<file path="src/rtl/clk_monitor.sv">
// Divided-clock monitor: synchronizes mon_clk into clk, strobes its edges, measures period and high time, and tracks lock / loss.
// Define CLK_MON_DUTY_EN to build the high-time counter and add the duty-cycle check to the good-period test.
module clk_monitor #(
    parameter int SYNC_STAGES = 2,
    parameter int CNT_W       = 16,
    parameter int EXP_PERIOD  = 11,
    parameter int TOL         = 1,
    parameter int LOCK_CNT    = 4,
    parameter int TIMEOUT     = 64
) (
    input  logic             clk,
    input  logic             rst,
    input  logic             mon_clk,
    output logic             rise_pulse,
    output logic             fall_pulse,
    output logic [CNT_W-1:0] period,
    output logic [CNT_W-1:0] high_time,
    output logic             meas_valid,
    output logic             locked,
    output logic             lost,
    output logic             err,
    output logic [7:0]       err_count
);
    typedef enum logic [1:0] {IDLE, MEASURE, LOCKED, LOST} state_t;

    localparam int               RUN_W     = $clog2(LOCK_CNT + 1);
    localparam logic [CNT_W-1:0] CNT_MAX   = '1;
    localparam logic [CNT_W-1:0] PER_MIN   = CNT_W'(EXP_PERIOD - TOL);
    localparam logic [CNT_W-1:0] PER_MAX   = CNT_W'(EXP_PERIOD + TOL);
    localparam logic [CNT_W-1:0] TIMEOUT_V = CNT_W'(TIMEOUT);
    localparam logic [RUN_W-1:0] RUN_LAST  = RUN_W'(LOCK_CNT - 1);

    logic [SYNC_STAGES-1:0] sync_q;
    logic                   hist_q;
    logic                   rise_det_q;
    logic                   fall_det_q;

    state_t                 state_q;
    logic [RUN_W-1:0]       run_q;
    logic [CNT_W-1:0]       cyc_q;
    logic [CNT_W-1:0]       cyc_d;
    logic [CNT_W-1:0]       period_q;
    logic                   rise_q;
    logic                   fall_q;
    logic                   meas_valid_q;
    logic                   err_q;
    logic [7:0]             err_cnt_q;
    logic                   period_ok;
    logic                   timed_out;

    // Edge detection is registered once more so all downstream logic sees a clean one-cycle strobe.
    // NOTE: reset is synchronous here; every flop, synchronizer included, clears on the clk edge.
    always_ff @(posedge clk) begin
        if (rst) begin
            sync_q     <= '0;
            hist_q     <= 1'b0;
            rise_det_q <= 1'b0;
            fall_det_q <= 1'b0;
        end else begin
            sync_q     <= {sync_q[SYNC_STAGES-2:0], mon_clk};
            hist_q     <= sync_q[SYNC_STAGES-1];
            rise_det_q <= sync_q[SYNC_STAGES-1] & ~hist_q;
            fall_det_q <= ~sync_q[SYNC_STAGES-1] & hist_q;
        end
    end

    // NOTE: give every always_comb output a default first so no path can infer a latch.
    always_comb begin
        cyc_d = cyc_q;
        if (rise_det_q) begin
            cyc_d = CNT_W'(1);
        end else if (cyc_q != CNT_MAX) begin
            cyc_d = cyc_q + 1'b1;
        end
    end

`ifdef CLK_MON_DUTY_EN
    localparam logic [CNT_W-1:0] HI_MIN = CNT_W'(EXP_PERIOD / 2 - TOL);
    localparam logic [CNT_W-1:0] HI_MAX = CNT_W'((EXP_PERIOD + 1) / 2 + TOL);

    logic [CNT_W-1:0] high_cnt_q;
    logic [CNT_W-1:0] high_cnt_d;
    logic [CNT_W-1:0] high_q;

    always_comb begin
        high_cnt_d = high_cnt_q;
        if (rise_det_q) begin
            high_cnt_d = CNT_W'(1);
        end else if (high_cnt_q != CNT_MAX) begin
            high_cnt_d = high_cnt_q + 1'b1;
        end
    end

    always_ff @(posedge clk) begin
        if (rst) begin
            high_cnt_q <= '0;
            high_q     <= '0;
        end else begin
            high_cnt_q <= high_cnt_d;
            if (fall_det_q) begin
                high_q <= high_cnt_q;
            end
        end
    end

    assign high_time = high_q;
`else
    assign high_time = '0;
`endif

    // A saturated count means the period overflowed, so it is never accepted even if the window is wide.
    always_comb begin
        period_ok = (cyc_q >= PER_MIN) && (cyc_q <= PER_MAX) && (cyc_q != CNT_MAX);
`ifdef CLK_MON_DUTY_EN
        period_ok = period_ok && (high_q >= HI_MIN) && (high_q <= HI_MAX);
`endif
    end

    assign timed_out = (cyc_q >= TIMEOUT_V);

    // Rise is tested before timeout in each state so a same-cycle rise always wins.
    always_ff @(posedge clk) begin
        if (rst) begin
            state_q      <= IDLE;
            run_q        <= '0;
            cyc_q        <= '0;
            period_q     <= '0;
            rise_q       <= 1'b0;
            fall_q       <= 1'b0;
            meas_valid_q <= 1'b0;
            err_q        <= 1'b0;
            err_cnt_q    <= '0;
        end else begin
            cyc_q        <= cyc_d;
            rise_q       <= rise_det_q;
            fall_q       <= fall_det_q;
            meas_valid_q <= 1'b0;
            err_q        <= 1'b0;
            case (state_q)
                IDLE, LOST: begin
                    if (rise_det_q) begin
                        state_q <= MEASURE;
                        run_q   <= '0;
                    end
                end
                MEASURE: begin
                    if (rise_det_q) begin
                        period_q     <= cyc_q;
                        meas_valid_q <= 1'b1;
                        if (!period_ok) begin
                            run_q <= '0;
                        end else if (run_q == RUN_LAST) begin
                            run_q   <= '0;
                            state_q <= LOCKED;
                        end else begin
                            run_q <= run_q + 1'b1;
                        end
                    end else if (timed_out) begin
                        run_q   <= '0;
                        state_q <= LOST;
                    end
                end
                LOCKED: begin
                    if (rise_det_q) begin
                        period_q     <= cyc_q;
                        meas_valid_q <= 1'b1;
                        if (!period_ok) begin
                            err_q   <= 1'b1;
                            run_q   <= '0;
                            state_q <= MEASURE;
                            if (err_cnt_q != 8'hFF) begin
                                err_cnt_q <= err_cnt_q + 1'b1;
                            end
                        end
                    end else if (timed_out) begin
                        run_q   <= '0;
                        state_q <= LOST;
                    end
                end
                default: state_q <= IDLE;
            endcase
        end
    end

    assign rise_pulse = rise_q;
    assign fall_pulse = fall_q;
    assign period     = period_q;
    assign meas_valid = meas_valid_q;
    assign locked     = (state_q == LOCKED);
    assign lost       = (state_q == LOST);
    assign err        = err_q;
    assign err_count  = err_cnt_q;

endmodule

</file>
<file path="config.mk">
export PLATFORM = sky130hd
export DESIGN_NAME = clk_monitor
export DESIGN_NICKNAME = d
export VERILOG_FILES = /design/src/rtl/clk_monitor.sv
export SDC_FILE = /design/constraint.sdc
export NUM_CORES = 1
export LEC_CHECK = 0
export ABC_CLOCK_PERIOD_IN_PS = 3800
export CORE_AREA = 3 3 73 75
export CTS_CLUSTER_DIAMETER = 120
export DETAILED_ROUTE_END_ITERATION = 10
export DIE_AREA = 0 0 76 78
export PLACE_DENSITY = 0.91
export SLEW_MARGIN = 10
export SYNTH_ARGS = -nofsm -noshare
export SYNTH_HDL_FRONTEND = slang
export SYNTH_SLANG_ARGS = --single-unit
</file>
<file path="constraint.sdc">
create_clock -name clk -period 3.8 [get_ports clk]
set_clock_uncertainty 0.1 [all_clocks]
set_input_delay 1.14 -clock clk [delete_from_list [all_inputs] [get_ports clk]]
set_output_delay 1.14 -clock clk [all_outputs]
set_load 0.02 [all_outputs]
</file>
==> results.py <==
metrics = {
    "synthesis": {
        "synth_xor_area_frac": 0.0303,
        "synthCells": 311,
        "synth.distinct_cells": 48,
        "ys.flop_type": "dfxtp_1",
        "syn_area_mm2": 0.00260,
        "synth_top_family_by_area": "simple AND/OR/NAND/NOR gates",
        "ys_warn_count": 0,
        "synth-seq-cells": 54,
        "synth_edf_count": 0,
        "synth_mux_area_frac": 0.0192,
        "yosysSeqAreaShare": 0.415,
        "synth-compound-area-share": 0.149,
        "synth_area_per_cell_um2": 8.38,
        "synthSimpleGateAreaFrac": 0.256,
        "synthArstFlopShare": 0,
        "yosys.area_share.adder": 0.0384,
    },
    "routing": {
        "routed_wl_mm": 5.24,
        "via_count": 2178,
        "route.antenna.remaining_nets": 0,
        "vias_per_cell": 5.36,
        "firstDrtPassIters": 5,
        "drc": 0,
        "drt_iter0_drc": 177,
        "routedWlPerCell_um": 12.9,
    },
    "final_layout": {
        "layout_commonest_cell": "dfxtp_1",
        "n_antenna_cell": 0,
        "fin_nets": 349,
        "mostFrequentLayoutCells": "dfxtp_1, nand2_1, a21oi_1",
        "area.growth.synth_to_final_pct": 14.5,
        "drive_above_1_share": 0.0619,
    },
    "die": {
        "dieArea_mm2": 0.00593,
        "die_y_um": 78,
        "row_count": 25,
        "die_x_um": 76,
        "fp.coreArea_mm2": 0.00472,
        "ioPinCount": 49,
        "initial_core_util": 0.552,
    },
    "timing": {
        "hold_violations": 0,
        "worst_pin_slew_ps": 965,
        "slew_headroom": 0.354,
        "period_needed_ps": 2950,
        "slew_viol_final": 0,
        "rsz0062_at_grt": "false",
        "period_share": 0.777,
        "setup_viol": 0,
        "max_freq_ghz": 0.339,
        "tns_ps": 0,
    },
    "global_routing": {
        "antenna_found_initial": 0,
        "grt_max_degree": 22,
        "grt_pass1_wl_mm": 9.29,
        "grt_pass1_vias": 2129,
        "grt_overflow": 0,
        "grt_usage": 0.188,
    },
    "cts": {
        "clockBufferDepth": 2,
        "clock-sinks": 54,
        "post_cts.repair.setup_buffers": 0,
        "clk_latency_ps": 300,
        "cts_buffers": 5,
        "cts_root_buf": "clkbuf_8",
        "clk_pin_slew_ps": 90,
        "postCtsResizedCells": 0,
        "h-tree-depth": 2,
        "cts_tree": "built",
        "cts_hold_buf": 0,
    },
    "pwr": {
        "p_per_area_mw_per_mm2": 322,
        "leakage_nw": 1.02,
        "peakVddDrop_mv": 0.150,
        "fin_total_pwr_mw": 0.960,
    },
    "critical_path": {
        "cp.arrival_ps": 1710,
        "rr_startpoint": "cyc_q[0]",
        "regToRegEndpoint": "err_count[7]",
        "setup.worst_path.class": "reg2out",
        "critPathMaxFanout": 8,
        "crit_path_end": "locked",
        "start_kind": "flip-flop",
        "required_ps": 2560,
        "startpoint": "state_q[1]",
        "crit_path_end_kind": "primary output",
        "ff2ff_setup_slack_ps": 1640,
        "ff2ff_path_depth": 7,
    },
    "placed_design": {
        "place.gp.congestion": 0.846,
        "port_buffers": 32,
        "hpwlAfterDp_mm": 3.89,
    },
    "outcome": {
        "outcome": "finished clean",
    },
    "hold_path": {
        "min_path_type": "reg2reg",
    },
    "job": {
        "drv_cap": 0,
    },
}
==> critical path, stage by stage (launching register included) <==
cell             delay, ps
dfxtp_1                400
ha_1                   350
clkdlybuf4s50_1        660
==> state kept, by name (all words and copies together) (netlist names) <==
signal / cells
meas_valid: 1
err_count: 8
sync_q: 2
fall_det_q: 1
run_q: 3
cyc_q: 16
fall_pulse: 1
err: 1
state_q: 2
period: 16
rise_det_q: 1
rise_pulse: 1
hist_q: 1
==> per-stage QoR <==
stage	hold WS, ps	setup slack (ps)	utilization	instances	cell area (µm²)
2_1_floorplan	283	1810	-	326	2660
3_3_place_gp	297	890	0.612	398	2890
3_5_place_dp	303	827	0.612	398	2890
4_1_cts	319	850	0.631	406	2980
5_1_grt	335	772	0.631	406	2980
6_report	317	848	0.631	406	2980
==> cell type report <==
cell class / count / area [µm²]
Sequential cell: 54 / 1080
Inverter: 14 / 52.6
Timing Repair Buffer: 33 / 328
Clock buffer: 7 / 86.3
Multi-Input combinational cell: 230 / 1350
Fill cell: 402 / 1740
Tap cell: 67 / 83.8
Clock inverter: 1 / 5.00
==> synth_stat cells (2+ instances only) <==
cell / n / area share
o211ai_1: 2 / 0.0058
a211oi_1: 5 / 0.014
o41ai_1: 2 / 0.0067
inv_2: 2 / 0.0029
buf_6: 2 / 0.0086
nand4_1: 3 / 0.0072
nor4_4: 2 / 0.016
or2_2: 2 / 0.0048
buf_1: 2 / 0.0029
dfxtp_1: 54 / 0.41
clkbuf_1: 6 / 0.0086
nor3_1: 3 / 0.0058
a311oi_1: 2 / 0.0067
o21ai_1: 7 / 0.013
buf_2: 2 / 0.0038
mux2i_1: 5 / 0.019
nand3_1: 12 / 0.023
nand2b_1: 3 / 0.0072
or3_1: 11 / 0.026
inv_1: 12 / 0.017
ha_1: 8 / 0.038
o21ai_0: 5 / 0.0096
nand2_1: 49 / 0.071
nor2_1: 25 / 0.036
buf_4: 16 / 0.046
nor4_1: 2 / 0.0048
a21oi_1: 33 / 0.063
xnor2_1: 8 / 0.027
nor2b_1: 7 / 0.017
==> power breakdown <==
group	internal (mW)	total [mW]	leakage (nW)	switching [mW]
sequential	0.571	0.579	0.436	0.00768
combinational	0.0178	0.0617	0.532	0.0439
clock	0.147	0.320	0.0482	0.173
==> cells by family after synthesis <==
group | count (synthesis)
and+or+nand+nor | 128
AOI/OAI and AO/OA | 64
DFF | 54
buffers and inverters | 42
xor gates and xnor gates | 9
adders and majority gates | 8
muxes | 5
other | 1
==> per-layer routing <==
layer,up-vias,track usage,share of wire
met5,-,0,0
met4,0,0.0725,0.018
met3,13,0.0383,0.040
met2,53,0.337,0.51
met1,1025,0.222,0.43
li1,1087,-,-
==> worst min path at each step <==
stage / end / slack, ps / start / cells after the start
after floorplan: rise_det_q / 280 / hist_q / 1
final: fall_det_q / 320 / sync_q[1] / 1
after CTS: fall_det_q / 320 / sync_q[1] / 1
after global placement: fall_det_q / 300 / sync_q[1] / 1
after global routing: fall_det_q / 340 / sync_q[1] / 1
after detailed placement: fall_det_q / 300 / sync_q[1] / 1
(Power assumes the default switching activity.)
